File: src/rtl/inst_loader_pkg.sv
// inst_loader_pkg: shared types and constants for the instruction loader.
//   loader_state_t : loader FSM states
//   CHK_INIT       : starting value of the XOR checksum accumulator
//   MAX_LEN_BITS   : width of the big-endian word-count field in a frame
package inst_loader_pkg;

    typedef enum logic [2:0] {
        StIdle,
        StLenHi,
        StLenLo,
        StWHi,
        StWLo,
        StChk,
        StDone,
        StErr
    } loader_state_t;

    localparam logic [7:0]  CHK_INIT     = 8'h00;
    localparam int unsigned MAX_LEN_BITS = 16;

endpackage

File: src/rtl/inst_loader.sv
// inst_loader: writes a framed byte stream into the instruction memory.
//
// Frame: LEN_HI, LEN_LO (word count N, big-endian), then N x (HI, LO) byte
// pairs forming one W-bit instruction each, then an optional checksum byte.
// Words are written at sequential addresses starting from 0.
//
// Optional feature: define INST_LOADER_CHECKSUM_EN to require a trailing XOR
// checksum byte over every byte from LEN_HI through the last LO.
//
// Ports:
//   Clk        in   rising-edge clock
//   Reset_n    in   synchronous active-low reset
//   Start      in   one-cycle pulse; begins or restarts a load
//   ByteIn     in   stream byte
//   ByteValid  in   ByteIn is valid
//   ByteReady  out  a byte is accepted this cycle when ByteValid is high
//   WrEn       out  instruction memory write strobe (one cycle per word)
//   WrAddr     out  write address
//   WrData     out  instruction word
//   Busy       out  load in progress
//   Done       out  sticky: load completed
//   Error      out  sticky: frame rejected
//   WordCount  out  words written in the current load
module inst_loader
    import inst_loader_pkg::*;
#(
    parameter int unsigned A = 12,
    parameter int unsigned W = 10
) (
    input  logic         Clk,
    input  logic         Reset_n,
    input  logic         Start,
    input  logic [7:0]   ByteIn,
    input  logic         ByteValid,
    output logic         ByteReady,
    output logic         WrEn,
    output logic [A-1:0] WrAddr,
    output logic [W-1:0] WrData,
    output logic         Busy,
    output logic         Done,
    output logic         Error,
    output logic [A:0]   WordCount
);

    // One extra bit so that 2**A itself is representable when comparing lengths.
    localparam int unsigned         LenW     = MAX_LEN_BITS + 1;
    localparam logic [LenW-1:0]     MaxWords = LenW'(1) << A;
    // Bits of a HI byte that may legally be set.
    localparam logic [7:0]          HiMask   = 8'((16'(1) << (W - 8)) - 16'(1));
    localparam logic [A:0]          CntOne   = (A + 1)'(1);

`ifdef INST_LOADER_CHECKSUM_EN
    localparam loader_state_t EndState = StChk;
`else
    localparam loader_state_t EndState = StDone;
`endif

    loader_state_t state_q, state_d;

    logic                    byte_fire;
    logic [7:0]              len_hi_q;
    logic [MAX_LEN_BITS-1:0] len_q;
    logic [W-9:0]            hi_q;
    logic [A:0]              cnt_q;
    logic                    wr_en_q;
    logic [A-1:0]            wr_addr_q;
    logic [W-1:0]            wr_data_q;

    logic len_too_big;
    logic len_zero;
    logic hi_bad;
    logic last_word;

`ifdef INST_LOADER_CHECKSUM_EN
    logic [7:0] chk_q;
`endif

    assign byte_fire   = ByteValid && ByteReady;
    assign len_too_big = LenW'({len_hi_q, ByteIn}) > MaxWords;
    assign len_zero    = ({len_hi_q, ByteIn} == 16'h0000);
    assign hi_bad      = |(ByteIn & ~HiMask);
    // True while the LO byte of the final word is on ByteIn.
    assign last_word   = (LenW'(cnt_q) + LenW'(1)) == LenW'(len_q);

    // State register
    always_ff @(posedge Clk) begin
        if (!Reset_n) begin
            state_q <= StIdle;
        end else begin
            state_q <= state_d;
        end
    end

    // Next-state logic; Start overrides everything, including a byte in flight.
    always_comb begin
        state_d = state_q;
        if (Start) begin
            state_d = StLenHi;
        end else if (byte_fire) begin
            case (state_q)
                StLenHi: state_d = StLenLo;
                StLenLo: begin
                    if (len_too_big) begin
                        state_d = StErr;
                    end else if (len_zero) begin
                        state_d = EndState;
                    end else begin
                        state_d = StWHi;
                    end
                end
                StWHi:   state_d = hi_bad ? StErr : StWLo;
                StWLo:   state_d = last_word ? EndState : StWHi;
`ifdef INST_LOADER_CHECKSUM_EN
                StChk:   state_d = (ByteIn == chk_q) ? StDone : StErr;
`endif
                default: state_d = state_q;
            endcase
        end
    end

    // Output decode
    always_comb begin
        ByteReady = 1'b0;
        Busy      = 1'b0;
        Done      = 1'b0;
        Error     = 1'b0;
        case (state_q)
            StLenHi, StLenLo, StWHi, StWLo, StChk: begin
                ByteReady = 1'b1;
                Busy      = 1'b1;
            end
            StDone:  Done  = 1'b1;
            StErr:   Error = 1'b1;
            default: ;
        endcase
    end

    // Datapath: length capture, word assembly, write port and counters
    always_ff @(posedge Clk) begin
        if (!Reset_n) begin
            len_hi_q  <= 8'h00;
            len_q     <= '0;
            hi_q      <= '0;
            cnt_q     <= '0;
            wr_en_q   <= 1'b0;
            wr_addr_q <= '0;
            wr_data_q <= '0;
        end else begin
            wr_en_q <= 1'b0;
            if (Start) begin
                cnt_q <= '0;
            end else if (byte_fire) begin
                case (state_q)
                    StLenHi: len_hi_q <= ByteIn;
                    StLenLo: len_q    <= {len_hi_q, ByteIn};
                    StWHi:   hi_q     <= ByteIn[W-9:0];
                    StWLo: begin
                        wr_en_q   <= 1'b1;
                        wr_addr_q <= cnt_q[A-1:0];
                        wr_data_q <= {hi_q, ByteIn};
                        cnt_q     <= cnt_q + CntOne;
                    end
                    default: ;
                endcase
            end
        end
    end

`ifdef INST_LOADER_CHECKSUM_EN
    // XOR over every frame byte except the checksum byte itself.
    always_ff @(posedge Clk) begin
        if (!Reset_n) begin
            chk_q <= CHK_INIT;
        end else if (Start) begin
            chk_q <= CHK_INIT;
        end else if (byte_fire && (state_q != StChk)) begin
            chk_q <= chk_q ^ ByteIn;
        end
    end
`endif

    assign WrEn      = wr_en_q;
    assign WrAddr    = wr_addr_q;
    assign WrData    = wr_data_q;
    assign WordCount = cnt_q;

endmodule
File: config.mk
export PLATFORM = sky130hd
export DESIGN_NAME = inst_loader
export DESIGN_NICKNAME = d
export VERILOG_FILES = /design/src/rtl/inst_loader_pkg.sv /design/src/rtl/inst_loader.sv
export SDC_FILE = /design/constraint.sdc
export NUM_CORES = 1
export LEC_CHECK = 0
export CAP_MARGIN = 10
export CORE_UTILIZATION = 44
export DETAILED_ROUTE_END_ITERATION = 8
export MAX_ROUTING_LAYER = met4
export PLACE_DENSITY = 0.68
export SETUP_SLACK_MARGIN = 0.15
export SLEW_MARGIN = 10
export SYNTH_ARGS = -nofsm -noshare
export SYNTH_HDL_FRONTEND = slang
export SYNTH_SLANG_ARGS = --single-unit
File: constraint.sdc
create_clock -name Clk -period 2.2 [get_ports Clk]
set_clock_uncertainty 0.05 [all_clocks]
set_input_delay 0.22 -clock Clk [delete_from_list [all_inputs] [get_ports Clk]]
set_output_delay 0.22 -clock Clk [all_outputs]
set_load 0.05 [all_outputs]
Yosys cells after proc, flatten, opt, wreduce, memory -nomap -nowiden
Cells that the tools add are included.
{ "op_classes": {"order_cmp": 1, "mux": 11, "bitwise": 3, "n_reduce_logical": 16, "n_addsub": 2, "eq_ne": 8} }
{ "op_table": {"columns": ["cell", "n"], "rows": [
  ["equality test 14 x 16 -> 1 bit", 1],
  ["greater-than comparator 16 x 13 -> 1 bit, second input constant", 1],
  ["zero test 16 bit", 1],
  ["adder 13 x 1 -> 14 bit, second input constant", 1],
  ["adder 13 x 1 -> 13 bit, second input constant", 1],
  ["equality test 3 bit, second input constant", 4],
  ["one-hot mux 3 bit (4 select lines)", 1],
  ["AND reduction 3 bit", 4],
  ["2-to-1 mux 3 bit", 3],
  ["equality test 3 x 2 -> 1 bit, second input constant", 2],
  ["2-to-1 mux 1 bit", 6],
  ["AND reduction 2 bit", 3],
  ["OR reduction 6 bit", 1],
  ["nonzero test 5 bit", 1],
  ["OR reduction 5 bit", 1],
  ["nonzero test 4 bit", 1],
  ["equality test 3 x 1 -> 1 bit, second input constant", 1],
  ["inverter 1 bit", 3],
  ["OR reduction 3 bit", 1],
  ["2-to-1 mux 2 bit", 1],
  ["nonzero test 2 bit", 1],
  ["OR reduction 2 bit", 1],
  ["logical AND 1 bit", 1]
]} }
{ "word_totals": {"inputBits": 12, "out_inout_bits": 40, "register_bits": 65} }

Logic depth before layout (Yosys ltp)
{ "logic_depth": {"depth_word": 6, "mapped_depth": 9, "ltp_nobuf": 8} }

Least setup slack after synthesis
Ideal clock, no wire load.
{ "synth_path": {"path_kind": "register -> register", "from": "register cnt_q[0], in the netlist WordCount[0]", "to": "register state_q[0]", "setup_ns": 0.116, "period_less_slack_ns": 2.215, "path_slack_ns": -0.015, "required_ns": 2.034, "stages_incl_launch_ff": 8, "arrival_time_ns": 2.049, "path_cell_list": "dfxtp_1 buf_2 nand4_2 nor4_1 xor2_1 nor4_1 nand4_1 o211a_1"} }
{ "synth_between": {"elab_chain_cells": 6} }
{ "synth_lines": {"columns": ["item", "line", "text"], "rows": [
  ["from (decl)", "inst_loader.sv:64", "logic [A:0] cnt_q;"],
  ["from (signal assigned)", "inst_loader.sv:161", "cnt_q <= cnt_q + CntOne;"],
  ["adder 13 x 1 -> 14 bit", "inst_loader.sv:83", "assign last_word = (LenW'(cnt_q) + LenW'(1)) == LenW'(len_q);"],
  ["equality test 14 x 16 -> 1 bit", "inst_loader.sv:83", null],
  ["2-to-1 mux 3 bit", "inst_loader.sv:112", "StWLo: state_d = last_word ? EndState : StWHi;"],
  ["one-hot mux 3 bit (4 select lines)", "inst_loader.sv:100", "case (state_q)"],
  ["2-to-1 mux 1 bit", "inst_loader.sv:99", "end else if (byte_fire) begin"],
  ["2-to-1 mux 1 bit", "inst_loader.sv:97", "if (Start) begin"],
  ["to (signal assigned)", "inst_loader.sv:88", "state_q <= StIdle;"],
  ["to (signal assigned)", "inst_loader.sv:90", "state_q <= state_d;"],
  ["to (decl)", "inst_loader.sv:58", "loader_state_t state_q, state_d;"]
]} }
No other way between the ends. The select of a mux whose other input is x is not followed.
A chain may end at the register's enable or synchronous reset.

Worst setup path after layout
{ "layout_path": {"from": "register cnt_q[9], in the netlist WordCount[9]", "to": "output WordCount[9]"} }
{ "layout_lines": {"columns": ["item", "line", "text"], "rows": [
  ["to (decl)", "inst_loader.sv:42", "output logic [A:0] WordCount"]
]} }
No word-level cell between the ends.

==> flow_summary.ini <==
[grt]
track_usage_pct = 21.9
gr-total-overflow = 0
antenna_found_initial = 0
grt_pass1_vias = 2625
grt_max_degree = 24
grt_pass1_wl_um = 12300

[hold_path]
min_from = WrData[3]$_SDFFE_PN0P_
holdPathStages = 2
hold_path.class = reg2reg
holdPathEnd = WrData[3]$_SDFFE_PN0P_

[sta]
period_minus_slack_ns = 1.99
finalSetupViolations = 0
min_period_over_period_pct = 90.4
slew_viol_final = 0
hold_viol = 0
slew_headroom_pct = 66.4
grt_setup_unrepaired = no
max_freq_ghz = 0.503
worstMarginPinSlew_ns = 0.502
setup_tns_ns = 0

[floorplan]
core_sq_um = 6870
dieArea_sq_um = 7560
rows = 30
die_h_um = 87.0
ios = 52
fp.dieW_um = 87.0
start_util_pct = 46.2

[flow_run]
drv_cap = 0

[setup_path]
cp_top_family = buffers and inverters
critPathSlowestCell = clkdlybuf4s50_1
r2r-end = state_q[0]$_SDFFE_PN0P_
critPathArrivalTime_ns = 1.72
reg2reg_slack_ns = 0.25
crit_buf_inv = 2
required_ns = 1.93
r2r_cells = 7
r2r_start = WordCount[2]$_SDFFE_PP0P_
crit_fanout = 5
startpoint_type = flop
cp-end-kind = output pin
max_stage_delay_ns = 0.79
criticalPathCategory = reg2out
path_cells = buf_4, clkdlybuf4s50_1

[clocking]
postCtsHoldBufs = 0
tritoncts = done
clock-sinks = 65
clockBufferDepth = 2
clk_latency_ns = 0.33
cts_root_buf = clkbuf_8
htreeDepth = 3
clkTransAtPathRegs_ns = 0.07
numCtsBuffers = 9

[pwr]
irDropWorstVdd_mv = 0.429
power.density_nw_per_um2 = 558
power_leakage_nw = 1.48

[synth]
yosysWarnings = 0
syn-num-nets = 395
syn_inst = 381
syn_area_sq_um = 3180
avgSynthCellArea_sq_um = 8.33
async_flop_share_pct = 0
ys_types = 51
synth-seq-cells = 65
synth_edf_count = 0
synth_flop_cell = dfxtp_1
ys_seq_area_share_pct = 41.0

[cells_and_area]
layout-drive-gt1-share_pct = 16.7
antenna_cells = 0
fin_cells = 546
nNetsFinal = 460
area_delta_synth_final_pct = 30.4
fillCellCount = 671
post-route-cell-area_sq_um = 4140

[route]
drt_wl_total_um = 7600
detail-route-antenna-nets = 0
drcViolationCount = 0
vias = 2794
wl_per_cell_um = 13.9
dr.pass1.iters = 4
viasPerCell = 5.12
drtIter0Drc = 102

[placed_design]
portBuffers = 51
place_congestion = 0.839
dp.cells = 531
hpwl_um = 5660
placed_area_sq_um = 3880

[outcome]
outcome = finished, final reports clean
## cells in the final DEF, fill, tap and decap left out, drive strengths merged, types with 6 or more instances in the layout
cell,count
nand3,16
buf,33
xnor2,19
xor2,13
clkbuf,12
nor2,25
dfxtp,65
mux2i,8
a21boi,40
nand4,6
clkdlybuf4s50,47
nor2b,11
nand2,95
## per-stage QoR
step	utilization [%]	setup WS [ns]	hold WS, ns	total power, mW
after floorplan	-	0.166	0.305	1.28
after global placement	56.4	0.0512	0.393	1.33
after detailed placement	56.4	0.00191	0.396	1.34
after CTS	59.4	0.153	0.406	2.34
after global routing	60.3	0.154	0.424	2.39
final	60.3	0.212	0.401	2.31
## synthesized netlist by cell type (2+ instances only)
| library cell | n | area, sq um |
|---|---|---|
| inv_1 | 3 | 11.3 |
| nor2_1 | 24 | 90.1 |
| nor3_1 | 4 | 20.0 |
| nand4_1 | 5 | 31.3 |
| a21boi_1 | 7 | 52.6 |
| a21boi_0 | 33 | 248 |
| nand3_1 | 15 | 75.1 |
| o21ai_0 | 3 | 15.0 |
| o21bai_1 | 2 | 15.0 |
| clkbuf_1 | 11 | 41.3 |
| buf_2 | 6 | 30.0 |
| ha_1 | 2 | 25.0 |
| nand2b_1 | 3 | 18.8 |
| xor2_1 | 13 | 114 |
| o211ai_1 | 2 | 15.0 |
| a21oi_1 | 5 | 25.0 |
| buf_6 | 5 | 56.3 |
| or3_1 | 3 | 18.8 |
| nor4_1 | 5 | 31.3 |
| nor2b_1 | 10 | 62.6 |
| dfxtp_1 | 65 | 1300 |
| and2_1 | 4 | 25.0 |
| mux2i_1 | 8 | 80.1 |
| buf_4 | 2 | 15.0 |
| xnor2_1 | 19 | 166 |
| nand2_1 | 95 | 357 |
| and3_1 | 3 | 18.8 |
## area by class of cell
cell class | count | area (sq um) | share of cell area, %
flip-flops and latches | 65 | 1330 | 32.0
multi-input cells | 287 | 1750 | 42.4
clock inverters | 3 | 40.0 | 0.967
repair buffers | 80 | 734 | 17.7
well taps | 96 | 120 | 2.90
inverters | 3 | 11.3 | 0.272
clock buffers | 12 | 155 | 3.75
## per-layer routing
metal	track usage, %	vias up	share of wire [%]
met5	-	-	0
met4	7.27	0	1.7
met3	5.50	13	4.2
met2	36.8	76	50
met1	25.5	1303	44
li1	-	1402	-
## repair_timing
item,4_1_cts,5_1_grt
resized for setup,1,16
endpoints found under the setup margin,1,41
buffers inserted,0,0
pin swaps,0,1
## kinds of logic (layout without fill, tap and decap cells)
family | after synthesis | count (layout) | share of synthesized area [%]
mux | 8 | 8 | 2.52
flops | 65 | 65 | 41.0
xor+xnor | 32 | 32 | 8.83
compound gates | 62 | 62 | 14.4
simple gates | 183 | 183 | 27.1
buf+inv | 29 | 98 | 5.44
fa+ha+maj | 2 | 2 | 0.788
## where the power goes
group | internal [mW] | switching [mW] | total [mW]
registers | 1.18 | 0.00797 | 1.18
clock network | 0.576 | 0.432 | 1.01
logic | 0.0593 | 0.0619 | 0.121
## worst max path at each step
stage / startpoint / end / slack (ns) / cells past startpoint
after floorplan: state_q[2]$_SDFFE_PP0P_ / len_q[10]$_SDFFE_PN0P_ / 0.17 / 9
after global placement: ByteIn[5] / state_q[2]$_SDFFE_PP0P_ / 0.05 / 6
after detailed placement: ByteIn[5] / state_q[2]$_SDFFE_PP0P_ / 0.002 / 6
after CTS: state_q[2]$_SDFFE_PP0P_ / len_q[0]$_SDFFE_PN0P_ / 0.15 / 7
after global routing: WordCount[1]$_SDFFE_PP0P_ / state_q[0]$_SDFFE_PN0P_ / 0.15 / 7
final: WordCount[9]$_SDFFE_PP0P_ / WordCount[9] / 0.21 / 2
## worst min-delay path, cell delays in order (launching register included)
cell      delay, ns
dfxtp_1        0.31
nand2_1        0.05
a21boi_1       0.05
## sequential cells by signal, summed over array words and instances, names as in the netlist
signal,count
WordCount,13
WrData,10
WrEn,1
WrAddr,12
hi_q,2
state_q,3
len_hi_q,8
len_q,16
Power figures use the tool's default switching activity.
